[src/rtl/serial_pattern_tx.sv]
// Serial pattern transmitter: shifts a latched pattern out MSB-first, repeated with an idle-low gap.
// Latency: first bit appears on SerOut at the same edge that accepts Start; one bit per cycle.
// Backpressure: none; Start is ignored while Busy, invalid lengths pulse Err, Abort cancels.
module serial_pattern_tx #(
    parameter int PAT_W      = 8,
    parameter int LEN_W      = 4,
    parameter int REP_W      = 4,
    parameter int GAP_CYCLES = 2
) (
    input  logic             CLK,
    input  logic             RST,
    input  logic             Start,
    input  logic [PAT_W-1:0] Pattern,
    input  logic [LEN_W-1:0] Length,
    input  logic [REP_W-1:0] Repeat,
    input  logic             Abort,
    output logic             SerOut,
    output logic             BitValid,
    output logic             Busy,
    output logic             Done,
    output logic             Err
);

    localparam int GAP_W = (GAP_CYCLES > 1) ? $clog2(GAP_CYCLES) : 1;

    typedef enum logic [1:0] {IDLE, SHIFT, GAP} state_t;

    state_t           state, state_nxt;
    logic [PAT_W-1:0] pat_q, pat_nxt;
    logic [LEN_W-1:0] len_q, len_nxt;
    logic [LEN_W-1:0] idx_q, idx_nxt;
    logic [REP_W-1:0] rep_q, rep_nxt;
    logic [GAP_W-1:0] gap_q, gap_nxt;
    logic             ser_nxt, bv_nxt, busy_nxt, done_nxt, err_nxt;

    // Shift-based bit select keeps the index width independent of PAT_W.
    function automatic logic bit_at(input logic [PAT_W-1:0] p, input logic [LEN_W-1:0] i);
        logic [PAT_W-1:0] s;
        s = p >> i;
        return s[0];
    endfunction

    always_comb begin
        state_nxt = state;
        pat_nxt   = pat_q;
        len_nxt   = len_q;
        idx_nxt   = idx_q;
        rep_nxt   = rep_q;
        gap_nxt   = gap_q;
        ser_nxt   = 1'b0;
        bv_nxt    = 1'b0;
        busy_nxt  = 1'b0;
        done_nxt  = 1'b0;
        err_nxt   = 1'b0;
        case (state)
            IDLE: begin
                if (Start) begin
                    if (Length == '0 || Length > LEN_W'(PAT_W)) begin
                        err_nxt = 1'b1;
                    end else begin
                        pat_nxt   = Pattern;
                        len_nxt   = Length;
                        rep_nxt   = Repeat;
                        idx_nxt   = Length - LEN_W'(1);
                        ser_nxt   = bit_at(Pattern, Length - LEN_W'(1));
                        bv_nxt    = 1'b1;
                        busy_nxt  = 1'b1;
                        state_nxt = SHIFT;
                    end
                end
            end
            SHIFT: begin
                if (Abort) begin
                    state_nxt = IDLE;
                end else if (idx_q != '0) begin
                    idx_nxt  = idx_q - LEN_W'(1);
                    ser_nxt  = bit_at(pat_q, idx_q - LEN_W'(1));
                    bv_nxt   = 1'b1;
                    busy_nxt = 1'b1;
                end else if (rep_q != '0) begin
                    rep_nxt  = rep_q - REP_W'(1);
                    busy_nxt = 1'b1;
                    if (GAP_CYCLES == 0) begin
                        idx_nxt = len_q - LEN_W'(1);
                        ser_nxt = bit_at(pat_q, len_q - LEN_W'(1));
                        bv_nxt  = 1'b1;
                    end else begin
                        state_nxt = GAP;
                        gap_nxt   = GAP_W'(GAP_CYCLES - 1);
                    end
                end else begin
                    state_nxt = IDLE;
                    done_nxt  = 1'b1;
                end
            end
            GAP: begin
                if (Abort) begin
                    state_nxt = IDLE;
                end else begin
                    busy_nxt = 1'b1;
                    if (gap_q == '0) begin
                        state_nxt = SHIFT;
                        idx_nxt   = len_q - LEN_W'(1);
                        ser_nxt   = bit_at(pat_q, len_q - LEN_W'(1));
                        bv_nxt    = 1'b1;
                    end else begin
                        gap_nxt = gap_q - GAP_W'(1);
                    end
                end
            end
            default: state_nxt = IDLE;
        endcase
    end

    always_ff @(posedge CLK or negedge RST) begin
        if (!RST) begin
            state    <= IDLE;
            pat_q    <= '0;
            len_q    <= '0;
            idx_q    <= '0;
            rep_q    <= '0;
            gap_q    <= '0;
            SerOut   <= 1'b0;
            BitValid <= 1'b0;
            Busy     <= 1'b0;
            Done     <= 1'b0;
            Err      <= 1'b0;
        end else begin
            state    <= state_nxt;
            pat_q    <= pat_nxt;
            len_q    <= len_nxt;
            idx_q    <= idx_nxt;
            rep_q    <= rep_nxt;
            gap_q    <= gap_nxt;
            SerOut   <= ser_nxt;
            BitValid <= bv_nxt;
            Busy     <= busy_nxt;
            Done     <= done_nxt;
            Err      <= err_nxt;
        end
    end

endmodule
[config.mk]
export PLATFORM = sky130hd
export DESIGN_NAME = serial_pattern_tx
export DESIGN_NICKNAME = d
export VERILOG_FILES = /design/src/rtl/serial_pattern_tx.sv
export SDC_FILE = /design/constraint.sdc
export NUM_CORES = 1
export LEC_CHECK = 0
export CORE_ASPECT_RATIO = 1.25
export CORE_UTILIZATION = 60
export CTS_BUF_LIST = sky130_fd_sc_hd__clkbuf_8
export DETAILED_ROUTE_END_ITERATION = 12
export PLACE_DENSITY_LB_ADDON = 0.05
export SLEW_MARGIN = 40
export SYNTH_ARGS = -nofsm -noshare
export SYNTH_HDL_FRONTEND = slang
export SYNTH_SLANG_ARGS = --single-unit
[constraint.sdc]
create_clock -name CLK -period 3.8 [get_ports CLK]
set_input_delay 0.38 -clock CLK [delete_from_list [all_inputs] [get_ports CLK]]
set_output_delay 0.38 -clock CLK [all_outputs]
set_load 0.03 [all_outputs]
# After elaboration in Yosys (flattened, before gate mapping)
# Index checks and enable logic that the tools add are counted.
# op_classes
add_sub_neg	5
multipliers	0
div	0
n_lt_le_gt_ge	1
eq_ne	12
n_shift	3
mux	53
bitwise	1
n_reduce_logical	13
# op_table
op	n
$mux 4	11
$mux 1	28
$shr 8x4->1	3
$ne 2x2->1 const B	8
$sub 4x1->4 const B	4
$mux 2	7
$pmux 4 s3	1
$pmux 1 s3	3
$pmux 4 s2	1
$reduce_bool 4->1	2
$reduce_and 7->1	1
$ne 3x3->1 const B	2
$pmux 2 s3	1
$reduce_and 6->1	1
$reduce_and 5->1	1
$gt 4x4->1 const B	1
$logic_not 4->1	1
$reduce_and 4->1	1
$reduce_bool 2->1	2
$reduce_and 3->1	1
$reduce_bool 3->1	1
$eq 2x1->1 const B	1
$eq 2x2->1 const B	1
$logic_not 2->1	1
other kinds (4)	4
# totals
register_bits	28
latchBits	0
mem_bits_rw	0
romBits	0
word_cells	99
n_memories	0

# Longest topological paths before layout
# logic_depth
ltp_word	5
mapped_depth	9
depth_no_buf	7

# Worst setup path after synthesis
# OpenSTA, ideal clock, no wires.
# synth_timing
path_kind	reg2reg
from	reg idx_q[0]
to	reg rep_q[2]
setup_ns	0.124
t_arrival_ns	1.937
required_time_ns	3.676
slack_ns	1.739
path_stages_with_launch	9
synth_period_minus_slack_ns	2.061
path_cell_list	dfrtp_1 > inv_1 > ha_1 > or3b_4 > nor3_4 > a21oi_2 > or2_0 > buf_2 > a211o_1
# synth_via
elab_chain_cells	3
# synth_lines
item	line_no	text
start: declaration	31	logic [LEN_W-1:0] idx_q, idx_nxt;
start signal: assignment	132	idx_q <= idx_nxt;
$reduce_bool 4->1	75	end else if (idx_q != '0) begin
$ne 2x2->1 (no line)	--	
$reduce_and 6->1 (no line)	--	
end signal: assignment	133	rep_q <= rep_nxt;
end: declaration	32	logic [REP_W-1:0] rep_q, rep_nxt;
# Every way passes these cells.
# A chain may end at the register's enable or synchronous reset.

# Worst setup path after layout
# layout_timing
from	in Length[0]
to	reg pat_q[3]
# layout_via
elab_chain_cells	4
elab_cells_between_ends	5
cone_classes	1 x order compare; 1 x bitwise; 3 x reduce/logical
# layout_lines
item	line_no	text
start: declaration	14	input logic [LEN_W-1:0] Length,
$gt 4x4->1 / $logic_not 4->1 (equally long branches)	58	if (Length == '0 || Length > LEN_W'(PAT_W)) begin
$logic_or 1x1->1 *	58	
$not 1->1 (no line) *	--	
$reduce_and 3->1 (no line) *	--	
end signal: assignment	130	pat_q <= pat_nxt;
end: declaration	29	logic [PAT_W-1:0] pat_q, pat_nxt;
# Every way passes the cells marked *; elsewhere a longest branch is shown, timed or not.

==> qor.txt <==
static leakage -> 0.923 nW
area growth from synthesis to layout -> 18.1%
Worst EP arrival -> 2.75 ns
count of input and output buffers -> 24
run status -> completed
area of the die -> 0.00319 mm^2
#FFs+latches synth -> 28
setup bufs post-CTS -> 0
FF-to-FF Start -> state[1]
largest net degree at the start of global routing -> 29
WP data required -> 3.98 ns
share of final-layout standard cells stronger than drive strength 1 -> 13.7%
final slew viol count -> 0
Setup TNS Final -> 0 ns
synthesized area divided by synthesized cell count -> 10.7 um^2
Power per Cell Area -> 791 mW/mm^2
Gate Count Post-Synth -> 166
critical path peak fanout -> 17
Final Hold Fails -> 0
worst skew pair latency -> 0.28 ns
distinct cell type count of the synthesized netlist -> 41
slowest stage delay, CP -> 0.64 ns
total routed wirelength -> 3.72 mm
peak clock frequency supported by timing -> 389 MHz
highest-delay cell along the critical path -> sky130_fd_sc_hd__and3_1
commonest register cell after synthesis -> sky130_fd_sc_hd__dfrtp_1
Synth Net Count -> 196
fraction of the cycle the final worst path needs -> 67.7%
layout filler cell count -> 184
DRC violation count after routing -> 0
area post-placement -> 0.00205 mm^2
post-layout power -> 1.67 mW
Maximum Capacitance Violations -> 0
net count reported at finish -> 221
Antenna Nets Post-Route -> 0
warning count from the yosys run -> 0
Antenna Diode Count -> 0
worst relative slew slack -> 55.7%
Synth async-reset ratio -> 100%
total number of vias -> 1,357
die outline width -> 50.8 um
Sink Count -> 28
height of the die -> 62.9 um
standard-cell row count -> 21
count leader, synth -> sky130_fd_sc_hd__dfrtp_1
Avg WL per Cell -> 16.6 um
routed vias/inst -> 6.06
share of the yosys chip area belonging to registers -> 39.3%
cell taking the most area after synthesis -> sky130_fd_sc_hd__dfrtp_1
wire length of the first global-routing pass -> 6.15 mm
cells resized by post-CTS repair -> 0
Reg2Reg Depth -> 7
final number of setup-violating endpoints -> 0
overflow left after global routing -> 0
clock period minus worst slack -> 2.57 ns
synth top area cells -> sky130_fd_sc_hd__dfrtp_1 (39%), sky130_fd_sc_hd__mux4_2 (7.6%), sky130_fd_sc_hd__ha_1 (7.0%)
overall routing resource usage -> 25.9%
final weighted congestion of routability-driven global placement -> 0.848
maximum level of the CTS H-tree -> 1
area of combinational cells with multiple inputs -> 1000 um^2
top cell type's share of synthesized area -> 39.3%
worst IR drop on VDD -> 602 uV
startpoint kind of the worst setup timing path -> primary input
Netlist Area Pre-Place -> 0.00178 mm^2
number of synthesized flops with an enable pin -> 0
count of routing violations after the opening detailed-route iteration -> 20
antenna violations before repair -> 0
TritonCTS Buffers -> 3
sort of element at the end of the critical path -> register
reg-to-reg slack, setup -> 1.37 ns
hold_buf cts -> 0
Final Skew -> 0.00611 ns
CTS tree -> done
worst setup path class -> in2reg
Worst Max-Slew Pin Slew -> 0.665 ns
Seq. cell area -> 701 um^2
Initial Util -> 64.6%
r2r endpoint -> rep_q[2]
setup repair after global routing missed its margin -> false
vias in the first global route -> 1,364
core area -> 0.00276 mm^2
IO Count -> 25
Pre-Repair DR Iteration Count -> 4
worst-case clock buffer depth -> 2
root buf cell -> sky130_fd_sc_hd__clkbuf_8
cell area after layout -> 0.00211 mm^2
CP cell instances -> clkdlybuf4s50_1 > inv_1 > ha_1 > nor2b_1 > xnor2_1 > and3_1 > mux2_2
Synth top cells by count -> sky130_fd_sc_hd__dfrtp_1 (28), sky130_fd_sc_hd__inv_1 (16), sky130_fd_sc_hd__nor2_1 (13)
Reg clk slew, reported paths -> 0.10 ns
class of the tightest hold or removal check -> in2async
HPWL Detailed -> 2.79 mm
[flip-flops by register name, summed over array words and instances (netlist names)]
name      cells
SerOut        1
rep_q         4
gap_q         1
Done          1
BitValid      1
idx_q         4
state         2
Busy          1
pat_q         8
Err           1
len_q         4
[worst max-delay path, delay by kind of cell]
kind          cells  cell delay [ns]
xor+xnor          1             0.26
simple gates      2             0.78
mux               1             0.41
fa+ha+maj         1             0.23
buf+inv           2             0.69
[kinds of logic after synthesis]
kind of cell | share of synthesized area, %
AND/OR/NAND/NOR | 14.9
AO/OA/AOI/OAI | 11.5
flip-flops | 39.3
multiplexers | 19.2
buffers and inverters | 4.63
adder cells (fa/ha/maj) | 7.02
XOR/XNOR | 3.44
[cells in the final DEF (no fill, tap or decap), types with 2 or more instances in the layout]
cell type                         synthesis  routed
sky130_fd_sc_hd__o221ai_1                 2       2
sky130_fd_sc_hd__or3_1                    2       2
sky130_fd_sc_hd__nor4b_1                  2       2
sky130_fd_sc_hd__a211o_1                  2       2
sky130_fd_sc_hd__nor3b_1                  2       2
sky130_fd_sc_hd__ha_1                    10      10
sky130_fd_sc_hd__dfrtp_1                 28      28
sky130_fd_sc_hd__clkbuf_8                 0       4
sky130_fd_sc_hd__mux2i_1                  6       6
sky130_fd_sc_hd__clkdlybuf4s50_1          0      24
sky130_fd_sc_hd__nor2_1                  13      13
sky130_fd_sc_hd__xor2_1                   6       6
sky130_fd_sc_hd__o21ai_0                  9       9
sky130_fd_sc_hd__a21oi_1                  5       5
sky130_fd_sc_hd__nor3_1                   5       5
sky130_fd_sc_hd__mux2_2                   8       8
sky130_fd_sc_hd__inv_1                   16      16
sky130_fd_sc_hd__a221oi_1                 2       2
sky130_fd_sc_hd__mux4_2                   6       6
sky130_fd_sc_hd__mux2_1                   5       5
sky130_fd_sc_hd__nor4_1                   2       2
sky130_fd_sc_hd__o41ai_1                  2       2
sky130_fd_sc_hd__nand2_1                 10      10
[worst max-delay path by stage]
| stage | start | to |
|---|---|---|
| floorplan | idx_q[0] | rep_q[2] |
| global placement | Length[0] | pat_q[4] |
| detailed placement | Length[0] | pat_q[5] |
| CTS | Length[0] | pat_q[5] |
| global route | Length[0] | pat_q[3] |
| finish | Length[0] | pat_q[3] |
[area by class of cell]
| cell class | instances | area share (%) |
|---|---|---|
| multi-input combinational | 117 | 47.5 |
| timing repair buffer | 25 | 11.8 |
| inverter | 16 | 2.85 |
| clock buffer | 4 | 2.61 |
| tap | 34 | 2.02 |
| sequential | 28 | 33.3 |
[power breakdown]
group	leakage, nW	internal, mW	switching (mW)	total, mW
combinational	0.557	0.447	0.470	0.917
sequential	0.337	0.436	0.122	0.557
clock	0.0288	0.0931	0.0986	0.192
[layer usage]
layer,vias up,global-route usage (%),part of all wire [%],wire (um)
li1,648,-,-,-
met1,674,29.3,41,1540
met2,28,49.7,54,2010
met3,7,3.16,3.0,110
met5,-,0,0,0
met4,0,6.25,1.5,57
[through the flow]
step | util, % | std cells | setup WS (ns) | hold slack (ns)
finish | 76.3 | 224 | 1.23 | 0.460
global route | 76.3 | 224 | 1.04 | 0.535
CTS | 76.3 | 224 | 1.23 | 0.484
detailed placement | 74.3 | 220 | 0.919 | 0.513
global placement | 74.3 | 220 | 1.01 | 0.491
floorplan | - | 166 | 1.74 | 0.0844
Note: power is estimated with default switching activity, not from simulation.
